**src/rtl/pixel_dispatcher.sv**
```systemverilog
// pixel_dispatcher
//
// Walks one frame in raster order (x fastest, then y). For each pixel it
// computes the complex constant c, launches one depth calculation, waits for
// the calculator's done level and then offers the result on a valid/ready
// pixel stream. The value of c is accumulated incrementally from the latched
// origin and step, so no multiplier is needed.
//
// Ports
//   sysclk, reset          clock (rising edge) and asynchronous active-high reset
//   frame_start            begins a frame; sampled only while idle
//   re_origin, im_origin   c of pixel (0,0); latched when a frame is accepted
//   step                   per-pixel increment; latched when a frame is accepted
//   calc_start             one-cycle launch pulse to the calculator
//   calc_x, calc_y         coordinates of the pixel being calculated
//   calc_re_c, calc_im_c   c for the calculator, stable until the result is captured
//   calc_done, calc_depth  calculator done level and its depth result
//   pix_valid, pix_ready   result stream handshake
//   pix_x, pix_y           coordinates of the result pixel
//   pix_depth              escape depth of the result pixel
//   pix_last               marks the final pixel of the frame
//   busy                   high while a frame is in progress
//   frame_done             one-cycle pulse after the final pixel handshake
module pixel_dispatcher #(
    parameter int FRAC        = 28,
    parameter int WORD_LENGTH = 32,
    parameter int H_RES       = 640,
    parameter int V_RES       = 480
) (
    input  logic                   sysclk,
    input  logic                   reset,
    input  logic                   frame_start,
    input  logic [WORD_LENGTH-1:0] re_origin,
    input  logic [WORD_LENGTH-1:0] im_origin,
    input  logic [WORD_LENGTH-1:0] step,
    output logic                   calc_start,
    output logic [10:0]            calc_x,
    output logic [10:0]            calc_y,
    output logic [WORD_LENGTH-1:0] calc_re_c,
    output logic [WORD_LENGTH-1:0] calc_im_c,
    input  logic                   calc_done,
    input  logic [10:0]            calc_depth,
    output logic                   pix_valid,
    input  logic                   pix_ready,
    output logic [10:0]            pix_x,
    output logic [10:0]            pix_y,
    output logic [10:0]            pix_depth,
    output logic                   pix_last,
    output logic                   busy,
    output logic                   frame_done
);

    localparam logic [10:0] X_LAST = 11'(H_RES - 1);
    localparam logic [10:0] Y_LAST = 11'(V_RES - 1);

    // The fixed-point format only matters to the calculator; this block adds
    // and subtracts raw words. A fractional width that does not fit the word
    // shows up as a named empty block in the elaborated hierarchy.
    if (FRAC < 0 || FRAC >= WORD_LENGTH) begin : g_frac_out_of_range
    end

    typedef enum logic [2:0] {
        IDLE,
        LAUNCH,
        GUARD,
        WAIT,
        EMIT
    } state_t;

    state_t                 state_q, state_d;
    logic [10:0]            x_q, x_d;
    logic [10:0]            y_q, y_d;
    logic [WORD_LENGTH-1:0] re_origin_q, re_origin_d;
    logic [WORD_LENGTH-1:0] im_origin_q, im_origin_d;
    logic [WORD_LENGTH-1:0] step_q, step_d;
    logic [WORD_LENGTH-1:0] re_c_q, re_c_d;
    logic [WORD_LENGTH-1:0] im_c_q, im_c_d;
    logic                   calc_start_q, calc_start_d;
    logic                   pix_valid_q, pix_valid_d;
    logic [10:0]            pix_x_q, pix_x_d;
    logic [10:0]            pix_y_q, pix_y_d;
    logic [10:0]            pix_depth_q, pix_depth_d;
    logic                   pix_last_q, pix_last_d;
    logic                   busy_q, busy_d;
    logic                   frame_done_q, frame_done_d;

    // Next-state logic. calc_start is raised on the transition into LAUNCH so
    // the registered pulse lines up exactly with the LAUNCH cycle. GUARD
    // exists because calc_done is a level left over from the previous pixel
    // until the calculator has seen the new start.
    always_comb begin
        state_d      = state_q;
        x_d          = x_q;
        y_d          = y_q;
        re_origin_d  = re_origin_q;
        im_origin_d  = im_origin_q;
        step_d       = step_q;
        re_c_d       = re_c_q;
        im_c_d       = im_c_q;
        calc_start_d = 1'b0;
        pix_valid_d  = pix_valid_q;
        pix_x_d      = pix_x_q;
        pix_y_d      = pix_y_q;
        pix_depth_d  = pix_depth_q;
        pix_last_d   = pix_last_q;
        busy_d       = busy_q;
        frame_done_d = 1'b0;

        case (state_q)
            IDLE: begin
                // A request coinciding with the frame_done pulse is dropped.
                if (frame_start && !frame_done_q) begin
                    re_origin_d  = re_origin;
                    im_origin_d  = im_origin;
                    step_d       = step;
                    x_d          = 11'd0;
                    y_d          = 11'd0;
                    re_c_d       = re_origin;
                    im_c_d       = im_origin;
                    busy_d       = 1'b1;
                    calc_start_d = 1'b1;
                    state_d      = LAUNCH;
                end
            end
            LAUNCH: state_d = GUARD;
            GUARD:  state_d = WAIT;
            WAIT: begin
                if (calc_done) begin
                    pix_x_d     = x_q;
                    pix_y_d     = y_q;
                    pix_depth_d = calc_depth;
                    pix_valid_d = 1'b1;
                    pix_last_d  = (x_q == X_LAST) && (y_q == Y_LAST);
                    state_d     = EMIT;
                end
            end
            EMIT: begin
                if (pix_ready) begin
                    pix_valid_d = 1'b0;
                    if (pix_last_q) begin
                        pix_last_d   = 1'b0;
                        busy_d       = 1'b0;
                        frame_done_d = 1'b1;
                        state_d      = IDLE;
                    end else begin
                        // Imaginary axis runs downward, so a new line subtracts.
                        if (x_q < X_LAST) begin
                            x_d    = x_q + 11'd1;
                            re_c_d = re_c_q + step_q;
                        end else begin
                            x_d    = 11'd0;
                            y_d    = y_q + 11'd1;
                            re_c_d = re_origin_q;
                            im_c_d = im_c_q - step_q;
                        end
                        calc_start_d = 1'b1;
                        state_d      = LAUNCH;
                    end
                end
            end
            default: state_d = IDLE;
        endcase
    end

    // State register; reset returns to IDLE and clears every output at once.
    always_ff @(posedge sysclk or posedge reset) begin
        if (reset) begin
            state_q      <= IDLE;
            x_q          <= '0;
            y_q          <= '0;
            re_origin_q  <= '0;
            im_origin_q  <= '0;
            step_q       <= '0;
            re_c_q       <= '0;
            im_c_q       <= '0;
            calc_start_q <= 1'b0;
            pix_valid_q  <= 1'b0;
            pix_x_q      <= '0;
            pix_y_q      <= '0;
            pix_depth_q  <= '0;
            pix_last_q   <= 1'b0;
            busy_q       <= 1'b0;
            frame_done_q <= 1'b0;
        end else begin
            state_q      <= state_d;
            x_q          <= x_d;
            y_q          <= y_d;
            re_origin_q  <= re_origin_d;
            im_origin_q  <= im_origin_d;
            step_q       <= step_d;
            re_c_q       <= re_c_d;
            im_c_q       <= im_c_d;
            calc_start_q <= calc_start_d;
            pix_valid_q  <= pix_valid_d;
            pix_x_q      <= pix_x_d;
            pix_y_q      <= pix_y_d;
            pix_depth_q  <= pix_depth_d;
            pix_last_q   <= pix_last_d;
            busy_q       <= busy_d;
            frame_done_q <= frame_done_d;
        end
    end

    assign calc_start = calc_start_q;
    assign calc_x     = x_q;
    assign calc_y     = y_q;
    assign calc_re_c  = re_c_q;
    assign calc_im_c  = im_c_q;
    assign pix_valid  = pix_valid_q;
    assign pix_x      = pix_x_q;
    assign pix_y      = pix_y_q;
    assign pix_depth  = pix_depth_q;
    assign pix_last   = pix_last_q;
    assign busy       = busy_q;
    assign frame_done = frame_done_q;

endmodule

```
**config.mk**
```make
export PLATFORM = sky130hd
export DESIGN_NAME = pixel_dispatcher
export DESIGN_NICKNAME = d
export VERILOG_FILES = /design/src/rtl/pixel_dispatcher.sv
export SDC_FILE = /design/constraint.sdc
export NUM_CORES = 1
export LEC_CHECK = 0
export ABC_AREA = 1
export CAP_MARGIN = 15
export CORE_ASPECT_RATIO = 1.75
export CORE_MARGIN = 1
export CORE_UTILIZATION = 58
export DETAILED_ROUTE_END_ITERATION = 7
export MAX_ROUTING_LAYER = met4
export PLACE_DENSITY = 0.89
export SYNTH_ARGS = -nofsm -noshare
export SYNTH_HDL_FRONTEND = slang
export SYNTH_SLANG_ARGS = --single-unit
```
**constraint.sdc**
```tcl
create_clock -name sysclk -period 13.1 [get_ports sysclk]
set_input_delay 2.62 -clock sysclk [delete_from_list [all_inputs] [get_ports sysclk]]
set_output_delay 2.62 -clock sysclk [all_outputs]
set_load 0.01 [all_outputs]
```
==> results.json, run 1 <==
{
  "cts_tree": "yes",
  "num_vias": 13600,
  "gp_congestion": 0.973,
  "synth_compound_area_share_pct": 9.97,
  "fmax_mhz": 183,
  "overflow": 0,
  "n_antenna_cell": 0,
  "tritoncts.num_buffers": 17,
  "hold_viol": 0,
  "drive_above_1_share_pct": 3.25,
  "setup_viol": 0,
  "drc_errors": 0,
  "ys.flop_type": "dfrtp_1",
  "start_kind": "input pin",
  "antenna_found_initial": 0,
  "start_util_pct": 59.5,
  "yosys.area_share.adder_pct": 6.38,
  "finalCriticalPeriod_ps": 5450,
  "p_per_area_nw_per_um2": 266,
  "yosysTopAreaCell": "dfrtp_1",
  "synth-xor-area-share_pct": 1.60,
  "syn_nets": 2200,
  "crit_type": "in2reg",
  "path_clk_slew_ps": 70,
  "chipWidth_um": 116,
  "grt.total_usage_pct": 39.1,
  "synth_seq_cells": 191,
  "rsz0062_at_grt": "no",
  "async_flop_share_pct": 100,
  "htreeDepth": 4,
  "clk_latency_ps": 460,
  "ir_drop_uv": 185,
  "cap_violations": 0,
  "hold_buffers": 0,
  "slew_headroom_pct": 30.8,
  "rr_worst_depth": 10,
  "p_comb_share_pct": 65.1,
  "die_h_um": 201,
  "outcome": "finished, final reports clean",
  "fin_total_pwr_uw": 4310,
  "dieArea_um2": 23300,
  "fin_tns_setup_ps": 0,
  "netlist_instances": 2022,
  "final_cell_area_um2": 16200,
  "power.leakage_uw": 0.00884,
  "cts_resized": 0,
  "synth_simple_gate_area_share_pct": 33.5,
  "swShare_pct": 51.5,
  "crit_path_end_kind": "flop",
  "clock-root-buffer": "clkbuf_16",
  "synthMuxAreaShare_pct": 0,
  "arrival_ps": 5840,
  "coreArea_um2": 22200,
  "synth_top_family_by_area": "simple AND/OR/NAND/NOR gates",
  "ff2ff_setup_slack_ps": 9150,
  "place.port_buffers": 235,
  "startpoint": "pix_ready",
  "critPathCapture": "calc_re_c[3]",
  "report.final.slew_viol_count": 0,
  "grt_first_pass_wirelength_mm": 66.7,
  "post-route-util_pct": 73.2,
  "r2r_start": "calc_x[7]",
  "routed_wirelength_mm": 42.9,
  "syn_area_per_cell_um2": 6.52,
  "ant_nets": 0,
  "clock-sinks": 191,
  "hold_path_class": "reg2reg",
  "cts_setup_buffers": 0,
  "dp_hpwl_mm": 32.7,
  "wire_per_inst_um": 16.9,
  "fin_skew_ps": 11.3,
  "drtPass1Iterations": 5,
  "viasPerCell": 5.34,
  "finalCritPeriodShare_pct": 41.6,
  "fin_nets": 2410,
  "first_global_vias": 13500,
  "yosysWarnings": 0,
  "switching_power_uw": 2220,
  "rows": 72,
  "critPathRequiredTime_ps": 13490,
  "netlist_area_um2": 13200,
  "synthTopCellsByArea": "dfrtp_1 (36%), nand2_1 (22%), inv_1 (9.9%)",
  "power.internal_uw": 2090,
  "clockBufferDepth": 2,
  "p_clk_share_pct": 11.6,
  "postPlaceCellArea_um2": 15700,
  "syn2layout_area_growth_pct": 23.0,
  "io_pins": 236,
  "synth_enable_flop_cells": 0,
  "drt_iter0_drc": 891,
  "cp_max_fo": 106,
  "p_seq_share_pct": 23.3,
  "tightest_slew_ps": 1040,
  "ys_seq_area_share_pct": 36.3,
  "synth.top_cell.area_share_pct": 36.3,
  "grt_max_degree": 115,
  "timing.rr.end": "calc_im_c[10]",
  "yosysUniqueCellTypes": 37
}
[worst min-delay path by stage]
stage                          end           start  cells past startpoint
CTS                      pix_valid       pix_valid                      2
global placement         pix_valid       pix_valid                      2
finish                   pix_valid       pix_valid                      2
floorplan           re_origin_q[2]  re_origin_q[2]                      2
global route          pix_depth[7]    pix_depth[7]                      2
detailed placement       pix_valid       pix_valid                      2
[per-stage QoR]
| stage | setup slack, ps | instances | hold slack [ps] |
|---|---|---|---|
| floorplan | 5280 | 2022 | 449 |
| global route | 7510 | 2539 | 510 |
| global placement | 7490 | 2509 | 458 |
| CTS | 7770 | 2539 | 479 |
| detailed placement | 7320 | 2509 | 462 |
| finish | 7650 | 2539 | 475 |
[cell usage in the layout, fill, tap and decap left out, types with 2 or more instances in the layout]
master           instances
a21o_1                   4
a21oi_1                104
a31oi_1                  2
buf_4                    4
clkbuf_16               17
clkdlybuf4s50_1        235
clkinv_2                 4
clkinv_4                 3
clkinvlp_4               2
dfrtp_1                191
fa_1                     2
ha_1                    64
inv_1                  345
inv_2                   12
inv_6                    2
nand2_1                766
nand2_2                  7
nand2_4                  2
nand3_1                123
nand3b_1                 2
nand4_1                  7
nor2_1                 152
nor2_2                   3
nor2_8                   2
nor3_1                  14
nor3_2                   3
nor3b_2                  2
nor4_1                   2
o21ai_0                 87
o21ai_1                 14
o21bai_1                22
o31ai_1                  7
or2_2                    6
xnor2_1                  5
xor2_1                  19
[cell families after synthesis]
kind of cell | count (synthesis)
AO/OA/AOI/OAI | 243
XOR/XNOR | 24
adder cells (fa/ha/maj) | 66
buffers and inverters | 407
flip-flops | 191
AND/OR/NAND/NOR | 1091
[worst max-delay path, stage by stage]
cell and delay, ps:
clkdlybuf4s50_1 450, inv_1 110, nand2_2 130, nand2_2 90, nor2_2 500, nand2_2 610
inv_2 140, buf_4 770, nand2_1 190, nand3_1 150
[power by group through the flow]
| stage | combinational [uW] | clock, uW | sequential [uW] |
|---|---|---|---|
| final | 2810 | 500 | 1000 |
| after global routing | 3140 | 524 | 1030 |
| after CTS | 2770 | 504 | 1000 |
| after detailed placement | 2760 | 0 | 1010 |
| after global placement | 2690 | 0 | 1000 |
| after floorplan | 1870 | 0 | 1000 |
[flip-flops by register name (all words and copies together), names as in the netlist]
name,cells
calc_im_c,32
frame_done,1
pix_x,11
step_q,32
calc_re_c,32
pix_last,1
pix_depth,11
pix_y,11
calc_x,11
calc_y,11
pix_valid,1
busy,1
calc_start,1
re_origin_q,32
state_q,3
[final cells by class]
class,instances,area [um^2]
inverters,359,1360
repair buffers,239,2380
multi-input cells,1424,6790
clock inverters,12,111
clock buffers,18,429
flip-flops and latches,191,4780
well taps,296,370
fillers,1900,5950
[synthesized netlist by cell type (2+ instances only)]
cell / count
nand3b_1: 2
xnor2_1: 5
clkbuf_1: 19
o21ai_1: 14
buf_4: 7
o31ai_1: 7
nand4_1: 7
nor3_2: 3
buf_6: 5
buf_2: 14
xor2_1: 19
fa_1: 2
nor2_8: 2
inv_1: 346
nor2_2: 3
o21ai_0: 87
a21oi_1: 104
inv_2: 12
a21o_1: 4
nor3_1: 14
a31oi_1: 2
ha_1: 64
nand2_4: 2
nand3_1: 123
nor4_1: 2
nor3b_2: 2
or2_2: 6
nand2_2: 7
dfrtp_1: 191
nand2_1: 766
nor2_1: 152
o21bai_1: 22
buf_1: 3
[routing by layer]
layer	GRT usage [%]	vias up	wire (um)
met5	-	-	0
met3	6.14	180	2200
li1	-	6638	-
met2	68.2	532	22100
met1	37.7	6210	15100
met4	29.7	0	3460
Power figures use the tool's default switching activity.
==> run 2, diff against run 1 <==
Settings changed: CORE_UTILIZATION 58 to 54, PLACE_DENSITY 0.89 to 0.84.
Clock period 13.1 ns to 5.2 ns, I/O delays scaled along.
==> results.json, run 2 (same netlist as run 1, synthesis figures left out) <==
{
  "path_clk_slew_ps": 70,
  "timing.rr.end": "calc_y[5]",
  "num_vias": 13500,
  "grt.total_usage_pct": 35.9,
  "rsz0062_at_grt": "no",
  "clock-sinks": 191,
  "start_util_pct": 55.1,
  "p_per_area_nw_per_um2": 670,
  "hold_buffers": 0,
  "cts_tree": "yes",
  "grt_first_pass_wirelength_mm": 67.3,
  "report.final.slew_viol_count": 0,
  "setup_viol": 0,
  "drt_iter0_drc": 795,
  "fmax_mhz": 281,
  "cts_setup_buffers": 0,
  "arrival_ps": 3890,
  "r2r_start": "calc_x[7]",
  "ir_drop_uv": 427,
  "hold_path_class": "reg2reg",
  "ant_nets": 0,
  "clk_latency_ps": 460,
  "finalCriticalPeriod_ps": 3560,
  "fin_total_pwr_uw": 11000,
  "drtPass1Iterations": 5,
  "crit_path_end_kind": "flop",
  "fill_cells": 2133,
  "fin_nets": 2414,
  "worstHoldEndpoint": "pix_depth[8]",
  "first_global_vias": 13700,
  "fin_tns_setup_ps": 0,
  "tightest_slew_ps": 913,
  "routed_wirelength_mm": 41.8,
  "tritoncts.num_buffers": 17,
  "outcome": "finished, final reports clean",
  "start_kind": "flop",
  "hold_depth": 2,
  "crit_type": "reg2reg",
  "place.port_buffers": 235,
  "syn2layout_area_growth_pct": 24.1,
  "n_antenna_cell": 0,
  "drc_errors": 0,
  "min-delay-start": "pix_depth[8]",
  "die_h_um": 209,
  "viasPerCell": 5.27,
  "power.leakage_uw": 0.00889,
  "clockBufferDepth": 2,
  "chipWidth_um": 120,
  "dieArea_um2": 25100,
  "rr_worst_depth": 10,
  "htreeDepth": 4,
  "drive_above_1_share_pct": 3.47,
  "fin_skew_ps": 8.80,
  "rows": 75,
  "cts_resized": 0,
  "coreArea_um2": 23900,
  "antenna_found_initial": 0,
  "grt_max_degree": 98,
  "most-common-layout-cells": "nand2_1 (766), inv_1 (345), clkdlybuf4s50_1 (235)",
  "dp_hpwl_mm": 32.0,
  "cp_max_fo": 68,
  "gp_congestion": 0.956,
  "io_pins": 236,
  "finalCritPeriodShare_pct": 68.5,
  "ff2ff_setup_slack_ps": 1640,
  "hold_viol": 0,
  "slew_headroom_pct": 38.9,
  "critPathRequiredTime_ps": 5530,
  "overflow": 0,
  "final_common_cell": "nand2_1",
  "clock-root-buffer": "clkbuf_16",
  "cap_violations": 0,
  "wire_per_inst_um": 16.3
}
-- run 2: changes by cell type in the layout (fill, tap and decap cells not counted), sizes merged --
| cell | change |
|---|---|
| clkinv | -6 |
| buf | +4 |
| inv | +3 |
| bufinv | +2 |
| clkinvlp | +2 |
| clkbuf | +1 |
-- run 2: worst max path at each step --
| stage | to | from | cells past startpoint | slack, ps |
|---|---|---|---|---|
| 3_5_place_dp | re_origin_q[18] | pix_ready | 12 | 1590 |
| 6_report | calc_y[5] | calc_x[7] | 10 | 1640 |
| 3_3_place_gp | calc_re_c[13] | pix_ready | 12 | 1680 |
| 2_1_floorplan | busy | reset | 1 | 1700 |
| 5_1_grt | calc_im_c[12] | calc_x[7] | 10 | 1350 |
| 4_1_cts | calc_y[0] | calc_x[7] | 10 | 1680 |
-- run 2: layout make-up --
class | count | area, um^2 | share of cell area, %
multi-input cells | 1424 | 6790 | 41.5
flip-flops and latches | 191 | 4780 | 29.2
repair buffers | 243 | 2440 | 14.9
inverters | 359 | 1350 | 8.28
clock buffers | 19 | 433 | 2.65
well taps | 308 | 385 | 2.36
clock inverters | 13 | 175 | 1.07
-- run 2: critical path, stage by stage (launching register included) --
cell,delay (ps)
dfrtp_1,460
nor2_2,180
inv_2,60
a21oi_1,160
nand2_2,550
inv_2,760
nand2_2,160
nand2_4,610
inv_4,280
nand3_1,140
o21ai_1,70
-- run 2: report_power, final --
part,switching (uW),internal (uW),leakage [uW]
Sequential,471,2060,0.00243
Combinational,4460,2570,0.00617
Clock,622,768,0.000289
-- run 2: layer usage --
metal / vias to the layer above / share of wire [%] / GRT usage [%]
met5: - / 0 / -
met4: 0 / 6.8 / 24.8
met3: 156 / 4.6 / 5.02
met2: 456 / 52 / 63.6
met1: 6224 / 36 / 35.8
li1: 6641 / - / -
-- run 2: metrics by stage --
stage	utilization, %	instances	hold WS (ps)	worst slack, ps	area (um^2)
3_3_place_gp	65.8	2525	460	1680	15700
5_1_grt	68.3	2557	503	1350	16300
6_report	68.3	2557	485	1640	16300
3_5_place_dp	65.8	2525	466	1590	15700
2_1_floorplan	-	2022	449	1700	13200
4_1_cts	68.3	2557	488	1680	16300
